===== src/rtl/div_restoring_r2_pkg.sv =====
// div_restoring_r2_pkg: shared width, counter size and FSM encoding for the restoring divider
package div_restoring_r2_pkg;
  localparam int DATA_W = 32;
  localparam int CNT_W = $clog2(DATA_W);
  typedef enum logic [1:0] {IDLE, ITER, FIX} state_t;
endpackage


===== src/rtl/div_restoring_r2_if.sv =====
// div_restoring_r2_if: divide request/response handshake between ALU (master) and divide core (slave)
interface div_restoring_r2_if;
  import div_restoring_r2_pkg::*;
  logic enable;
  logic sign_en;
  logic [DATA_W-1:0] op1;
  logic [DATA_W-1:0] op2;
  logic [DATA_W-1:0] quo_o;
  logic [DATA_W-1:0] rem_o;
  logic ready;
  logic complete;
  modport master(output enable, sign_en, op1, op2, input quo_o, rem_o, ready, complete);
  modport slave(input enable, sign_en, op1, op2, output quo_o, rem_o, ready, complete);
endinterface


===== src/rtl/div_restoring_r2.sv =====
// div_restoring_r2: fixed 33-cycle radix-2 restoring divider on magnitudes, sign fixed up in a final cycle
module div_restoring_r2
  import div_restoring_r2_pkg::*;
(
  input logic clk,
  input logic rst,
  div_restoring_r2_if.slave bus
);
  state_t r_state, w_next;
  logic [CNT_W-1:0] r_cnt;
  logic [DATA_W-1:0] r_div, r_quo, r_rem;
  logic [2*DATA_W-1:0] r_acc;
  logic r_neg_q, r_neg_r, r_div0, r_complete;
  logic w_accept, w_last;
  logic [DATA_W:0] w_trial;
  function automatic logic [DATA_W-1:0] cneg(input logic [DATA_W-1:0] v, input logic n);
    return n ? -v : v;
  endfunction
  assign w_accept = (r_state == IDLE) && bus.enable;
  assign w_last = r_cnt == CNT_W'(DATA_W - 1);
  // shifted partial remainder needs 33 bits; a set MSB after subtracting means restore
  assign w_trial = r_acc[2*DATA_W-1:DATA_W-1] - {1'b0, r_div};
  always_comb begin
    w_next = r_state;
    w_next = (r_state == IDLE) ? (bus.enable ? ITER : IDLE) :
             (r_state == ITER) ? (w_last ? FIX : ITER) : IDLE;
  end
  always_ff @(posedge clk or posedge rst)
    if (rst) r_state <= IDLE;
    else r_state <= w_next;
  always_ff @(posedge clk or posedge rst) begin
    if (rst) begin
      r_cnt <= '0;
      r_div <= '0;
      r_acc <= '0;
      r_quo <= '0;
      r_rem <= '0;
      r_neg_q <= 1'b0;
      r_neg_r <= 1'b0;
      r_div0 <= 1'b0;
      r_complete <= 1'b0;
    end else begin
      r_complete <= r_state == FIX;
      if (w_accept) begin
        r_div <= cneg(bus.op2, bus.sign_en & bus.op2[DATA_W-1]);
        r_acc <= {{DATA_W{1'b0}}, cneg(bus.op1, bus.sign_en & bus.op1[DATA_W-1])};
        r_neg_q <= bus.sign_en & (bus.op1[DATA_W-1] ^ bus.op2[DATA_W-1]);
        r_neg_r <= bus.sign_en & bus.op1[DATA_W-1];
        r_div0 <= bus.op2 == '0;
        r_cnt <= '0;
      end else if (r_state == ITER) begin
        r_acc <= w_trial[DATA_W] ? {r_acc[2*DATA_W-2:0], 1'b0}
                                 : {w_trial[DATA_W-1:0], r_acc[DATA_W-2:0], 1'b1};
        r_cnt <= r_cnt + 1'b1;
      end else if (r_state == FIX) begin
        r_quo <= r_div0 ? '1 : cneg(r_acc[DATA_W-1:0], r_neg_q);
        r_rem <= cneg(r_acc[2*DATA_W-1:DATA_W], r_neg_r);
      end
    end
  end
  assign bus.ready = r_state == IDLE;
  assign bus.complete = r_complete;
  assign bus.quo_o = r_quo;
  assign bus.rem_o = r_rem;
endmodule


===== src/flat_wrapper.sv =====
// flat-port wrapper written by rule: the top's interface ports become plain ports
module div_restoring_r2_flat import div_restoring_r2_pkg::*;
  (clk, rst, bus_enable, bus_sign_en, bus_op1, bus_op2, bus_quo_o, bus_rem_o, bus_ready, bus_complete);
  div_restoring_r2_if bus_i ();
  input logic clk;
  input logic rst;
  input wire logic [$bits(bus_i.enable)-1:0] bus_enable;
  input wire logic [$bits(bus_i.sign_en)-1:0] bus_sign_en;
  input wire logic [$bits(bus_i.op1)-1:0] bus_op1;
  input wire logic [$bits(bus_i.op2)-1:0] bus_op2;
  output wire logic [$bits(bus_i.quo_o)-1:0] bus_quo_o;
  output wire logic [$bits(bus_i.rem_o)-1:0] bus_rem_o;
  output wire logic [$bits(bus_i.ready)-1:0] bus_ready;
  output wire logic [$bits(bus_i.complete)-1:0] bus_complete;
  assign bus_i.enable = bus_enable;
  assign bus_i.sign_en = bus_sign_en;
  assign bus_i.op1 = bus_op1;
  assign bus_i.op2 = bus_op2;
  assign bus_quo_o = bus_i.quo_o;
  assign bus_rem_o = bus_i.rem_o;
  assign bus_ready = bus_i.ready;
  assign bus_complete = bus_i.complete;
  div_restoring_r2 u_core (.clk(clk), .rst(rst), .bus(bus_i));
endmodule

===== config.mk =====
export PLATFORM = sky130hd
export DESIGN_NAME = div_restoring_r2_flat
export DESIGN_NICKNAME = d
export VERILOG_FILES = /design/src/rtl/div_restoring_r2_pkg.sv /design/src/rtl/div_restoring_r2_if.sv /design/src/rtl/div_restoring_r2.sv /design/src/flat_wrapper.sv
export SDC_FILE = /design/constraint.sdc
export NUM_CORES = 1
export LEC_CHECK = 0
export ABC_AREA = 0
export CORE_MARGIN = 3
export CORE_UTILIZATION = 55
export DETAILED_ROUTE_END_ITERATION = 6
export GPL_ROUTABILITY_DRIVEN = 0
export MAX_ROUTING_LAYER = met4
export PLACE_DENSITY = 0.79
export RECOVER_POWER = 25
export SYNTH_ARGS = -nofsm -noshare
export SYNTH_HDL_FRONTEND = slang
export SYNTH_SLANG_ARGS = --single-unit

===== constraint.sdc =====
create_clock -name clk -period 10.7 [get_ports clk]
set_input_delay 3.21 -clock clk [delete_from_list [all_inputs] [get_ports clk]]
set_output_delay 3.21 -clock clk [all_outputs]
set_load 0.02 [all_outputs]

==> results.tsv, run 1 <==
metric	value	unit
max-cap violations	2	
Initial Util	0.563	
worst r2r path cells	5	
R2R Setup Slk	6.57	ns
DRC Markers	0	
Hold EP	u_core.bus.rem_o[27]	
ys async rst share	1.00	
Worst Hold Class	register to register	
pin count of the biggest net entering global routing	107	
RSZ-0062 raised after global routing	false	
initial detailed-routing violation count	736	
Net Count, Synth	1384	
RR Startpoint	u_core.r_state[0]	
hold_sp	u_core.bus.rem_o[27]	
FP Rows	51	
failing checks	capacitance limit, slew limit	
post-cts sizing count	0	
endpoints failing setup	0	
width of the die	147	um
CP max-delay cell	clkinvlp_2	
M3 GR Usage	0.0346	
Congestion Overflow GR	0	
final hold violation count	0	
CTS buffer count	17	
first-pass GRT wire length	45100	um
EDFF count, synth	0	
final period utilization	0.646	
HPWL after DPL	19600	um
area leader, netlist	dfrtp_1	
CP required	11.17	ns
Yosys reg bits	171	
CP Launch Type	input port	
Buf/Inv on CP	3	
Final Skew	0.00827	ns
clock transition at the registers of the reported paths	0.07	ns
share of cells above drive strength 1	0.0448	
status	complete, but fails checks	
CP delay by family, top	buffers and inverters	
setup repair bufs after CTS	0	
post-DR vias/cell	5.89	
P_sw	0.00188	W
number of cells after detailed placement	1616	
die span in y	147	um
Area Growth Syn to Fin	18.5	%
Post-synth top cells	dfrtp_1, o21ai_0, nand2_1	
CTS sink cnt	171	
Post-Syn Area	11000	sq um
CTS root buffer	clkbuf_16	
core area	19500	sq um
htree depth	4	
Ant. Diodes	0	
met1 Use GR	0.373	
ranking of synthesized cells by area	dfrtp_1, o21ai_0, xor2_1	
Final TNS setup	0	ns
internal power	0.00226	W
Max FO, Critical Path	106	
min Tclk post-route	6.91	ns
final net count	1477	
Finished Layout Cells	1648	
power density over the cells	318	nW/um^2
GRT met2 Usage	0.382	
Slew headroom	-2.07	
most numerous cell in the Yosys netlist	dfrtp_1	
cell count after synthesis	1277	
Pins Over Slew Limit	178	
Reg power frac	0.292	
RR Endpoint	u_core.bus.quo_o[0]	
worst slew pin tran	4.57	ns
Critical Path AT	7.38	ns
I/O Buffers	133	
dpl ws	4.27	ns
Global Route Usage Sum	0.257	
Clock power frac	0.147	
Net Sw Frac	0.454	
VDD IR-drop max	166	uV
CP Cell Sequence	dlygate4sd3_1 -> clkinvlp_2 -> buf_4	
post-route ant nets	0	
vias in the first global route	8978	
CTS tree	yes	
Mean Syn Cell Area	8.61	sq um
max frequency	145	MHz
via count	9704	
Ports	134	
Worst setup EP type	async pin	
DR pass1 iterations	6	
Leak	5.60	nW
Hold Path Depth	2	
GR peak layer	met2	
post-synth top area share	0.389	
library cells used by synthesis	66	
CP max stage delay	2.56	ns
combinational share of power	0.561	
clk buf depth	2	
initial antenna violation count	0	
Worst-Skew Late Latency	0.44	ns
hold_buf cts	0	
DR WL/cell	16.5	um
Synth warnings	0	
die area	21700	sq um
final WL	27200	um
# fillers	1658	
most common flop cell mapped by yosys	dfrtp_1	
setup slack after layout	3.79	ns
sequential area share after synthesis	0.389	
Critical Setup Path Class	input port to async pin	
==> metal layers <==
layer / up-vias / wire, um
li1: 4732 / -
met1: 4611 / 12800
met2: 324 / 12300
met3: 37 / 1710
met4: 0 / 331
met5: - / 0
==> cell type report <==
class	instances	area (sq um)	share of cell area
multi-input cells	988	6270	0.481
clock inverters	13	143	0.0109
repair buffers	140	1380	0.106
well taps	265	332	0.0254
inverters	52	196	0.0151
clock buffers	19	433	0.0332
flip-flops and latches	171	4280	0.328
==> flip-flops by register name, indices dropped and copies added (netlist names), 2 cells and up <==
| name | cells |
|---|---|
| u_core.r_acc | 64 |
| u_core.bus.quo_o | 32 |
| u_core.bus.rem_o | 32 |
| u_core.r_div | 32 |
| u_core.r_cnt | 5 |
| u_core.r_state | 2 |
==> worst max-delay path by stage <==
stage / to / depth (start not counted) / startpoint
after floorplan: u_core.bus.complete / 1 / rst
after global placement: u_core.r_div[29] / 10 / bus_op2[8]
after detailed placement: u_core.r_acc[31] / 10 / bus_op1[3]
after CTS: u_core.r_acc[31] / 10 / bus_op1[3]
after global routing: u_core.r_div[15] / 3 / rst
final: u_core.r_div[14] / 3 / rst
==> cells by family after synthesis <==
logic type                 Yosys count  share of synthesized area
adders and majority gates           39                     0.0451
AOI/OAI and AO/OA                  406                      0.218
and+or+nand+nor                    372                      0.165
buffers and inverters              118                     0.0425
DFF                                171                      0.389
xor gates and xnor gates           143                      0.114
muxes                               28                     0.0257
==> cell usage in the layout, fill, tap and decap left out, types with 7 or more instances in the layout <==
cell	netlist	layout
o21ai_0	165	168
ha_1	38	38
o21ai_1	15	12
nor4_1	7	7
xnor2_1	54	54
clkdlybuf4s50_1	0	132
nor3_1	12	12
nand2_1	138	138
a22oi_1	30	30
a21o_1	20	20
a21oi_1	86	86
xor2_1	89	89
inv_1	52	51
dfrtp_1	171	171
clkbuf_16	0	17
or3_1	14	14
mux2i_1	26	26
a31oi_1	19	19
or4_1	8	8
and3_1	13	13
o31ai_1	26	26
nor2_1	76	75
o41ai_1	12	12
nand3_1	49	48
and2_1	7	7
nand2b_1	12	10
==> power groups by stage <==
| stage | combinational, W | sequential, W | clock, W |
|---|---|---|---|
| after floorplan | 0.00178 | 0.00113 | 0 |
| after global placement | 0.00222 | 0.00119 | 0 |
| after detailed placement | 0.00229 | 0.00121 | 0 |
| after CTS | 0.00231 | 0.00120 | 0.000617 |
| after global routing | 0.00260 | 0.00125 | 0.000645 |
| final | 0.00233 | 0.00121 | 0.000610 |
==> metrics by stage <==
step,total power [W],utilization,hold WS [ns],cell area [sq um]
after detailed placement,0.00349,0.638,0.465,12500
after global placement,0.00341,0.638,0.459,12500
after CTS,0.00412,0.668,0.481,13000
after floorplan,0.00291,-,0.449,11000
after global routing,0.00449,0.667,0.501,13000
final,0.00415,0.667,0.478,13000
==> tightest hold or removal path, cell delays in order, from the launching register on <==
cell	delay, ns
dfrtp_1	0.34
nand2_1	0.04
o21ai_0	0.06
Note: power is estimated with default switching activity, not from simulation.
==> run 2, diff against run 1 <==
==> constraint.sdc (replaced) <==
create_clock -name clk -period 6.7 [get_ports clk]
set_input_delay 2.01 -clock clk [delete_from_list [all_inputs] [get_ports clk]]
set_output_delay 2.01 -clock clk [all_outputs]
set_load 0.02 [all_outputs]
==> results.tsv, run 2 (same netlist as run 1, synthesis figures left out) <==
metric	value	unit	change
status	complete, but fails checks		
failing checks	capacitance limit, slew limit		
CP max-delay cell	nor4_1		
R2R Setup Slk	2.63	ns	-3.94 ns
post-cts sizing count	0		unchanged
Crit path top cell by count	nor4_1		
Most flops, register	u_core.r_acc		
via count	9674		-0.31%
initial antenna violation count	0		unchanged
vias in the first global route	8975		-0.033%
CTS tree	yes		
clock transition at the registers of the reported paths	0.06	ns	about the same
Ports	134		unchanged
fin util	0.665		-0.00269
final period utilization	0.728		
most frequent cells in the layout	dfrtp_1, o21ai_0, nand2_1		
Leak	5.57	nW	-0.55%
worst slew pin tran	3.20	ns	-1.37 ns
Final Cell Area	13000	sq um	-0.40%
endpoints failing setup	0		unchanged
Critical Setup Path Class	input port to register		
Final TNS setup	0	ns	unchanged
Critical Path AT	5.22	ns	-2.16 ns
width of the die	147	um	unchanged
pin count of the biggest net entering global routing	78		-27%
Worst Hold Class	register to register		
HPWL after DPL	19500	um	-0.73%
htree depth	4		unchanged
Global Route Usage Sum	0.254		-0.00285
DR pass1 iterations	5		-1
max-cap violations	3		+1
Ant. Diodes	0		unchanged
final hold violation count	0		unchanged
core area	19500	sq um	unchanged
Initial Util	0.563		unchanged
CTS buffer count	17		unchanged
initial detailed-routing violation count	820		+11%
Final Skew	0.00678	ns	-0.00148 ns
Worst setup EP type	register		
Congestion Overflow GR	0		unchanged
RSZ-0062 raised after global routing	false		
CP Launch Type	input port		
post-route ant nets	0		unchanged
Max FO, Critical Path	5		-95%
power density over the cells	501	nW/um^2	+58%
Pins Over Slew Limit	185		+3.9%
first-pass GRT wire length	44400	um	-1.4%
final WL	26800	um	-1.5%
Hold Worst Slack	0.474	ns	-0.00363 ns
final net count	1477		unchanged
DRC Markers	0		unchanged
Worst-Skew Late Latency	0.43	ns	about the same
Cell Area, Placed	12500	sq um	about the same
DR WL/cell	16.3	um	-1.4%
max frequency	205	MHz	
most common cell after layout, fill and taps aside	dfrtp_1		
die span in y	147	um	unchanged
max FFs per register	64		unchanged
hold_buf cts	0		unchanged
clk buf depth	2		unchanged
post-DR vias/cell	5.88		-0.19%
setup repair bufs after CTS	0		unchanged
I/O Buffers	133		unchanged
Area Growth Syn to Fin	18.1	%	
share of cells above drive strength 1	0.0442		-0.000659
min Tclk post-route	4.88	ns	
VDD IR-drop max	350	uV	+110%
FP Rows	51		unchanged
CP Cell Sequence	clkdlybuf4s50_1 -> nor4_1 -> nand3_1 -> nor4_1 -> nand2_1 -> nor4_1 -> nand3b_1 -> o31ai_1 -> a21oi_1 -> a31oi_1		
Slew headroom	-1.15		+0.920
CP required	7.05	ns	-4.12 ns
# fillers	1654		-0.24%
die area	21700	sq um	unchanged
CP max stage delay	0.69	ns	-1.87 ns
CTS root buffer	clkbuf_16		
CTS sink cnt	171		unchanged
-- run 2: changes by cell type in the layout (fill, tap and decap cells not counted), moves of 2 or more --
cell,delta
o21ai_1,+3
o21ai_0,-3
inv_6,+2
bufinv_16,-2
-- run 2: through the flow --
step	std cells	setup slack, ns	total power [W]
finish	1646	1.82	0.00651
global route	1646	1.52	0.00704
CTS	1646	1.90	0.00647
detailed placement	1616	1.45	0.00554
global placement	1616	1.51	0.00544
floorplan	1277	0.0582	0.00465
-- run 2: final timing paths --
path | cells after the start | endpoint | start
worst max register to register | 5 | u_core.bus.quo_o[1] | u_core.r_state[0]
max in group asynchronous | 3 | u_core.r_div[4] | rst
worst max-delay path | 10 | u_core.r_acc[31] | bus_op1[3]
min in group asynchronous | 2 | u_core.bus.quo_o[15] | rst
worst min-delay path | 2 | u_core.bus.rem_o[10] | u_core.bus.rem_o[10]
worst min register to register | 2 | u_core.bus.rem_o[10] | u_core.bus.rem_o[10]
-- run 2: worst max-delay path: cells and delay by family --
kind | cells | cell delay [ns]
AOI/OAI and AO/OA | 3 | 0.48
buffers and inverters | 1 | 0.48
and+or+nand+nor | 6 | 2.25
-- run 2: metal layers --
layer | track usage | up-vias | wire length (um)
met5 | - | - | 0
met1 | 0.373 | 4615 | 13000
met2 | 0.377 | 291 | 11900
li1 | - | 4728 | -
met3 | 0.0303 | 40 | 1420
met4 | 0.0704 | 0 | 473
-- run 2: area by class of cell --
| type | instances | area (sq um) | share of cell area |
|---|---|---|---|
| multi-input cells | 988 | 6270 | 0.483 |
| flip-flops and latches | 171 | 4280 | 0.330 |
| repair buffers | 140 | 1380 | 0.106 |
| clock buffers | 17 | 425 | 0.0328 |
| well taps | 265 | 332 | 0.0256 |
| inverters | 52 | 196 | 0.0151 |
| clock inverters | 13 | 96.3 | 0.00742 |
-- run 2: where the power goes --
group | switching [W] | internal (W) | total [W]
combinational | 0.00205 | 0.00163 | 0.00369
clock | 0.000420 | 0.000472 | 0.000892
sequential | 0.000501 | 0.00142 | 0.00193
total | 0.00298 | 0.00353 | 0.00651
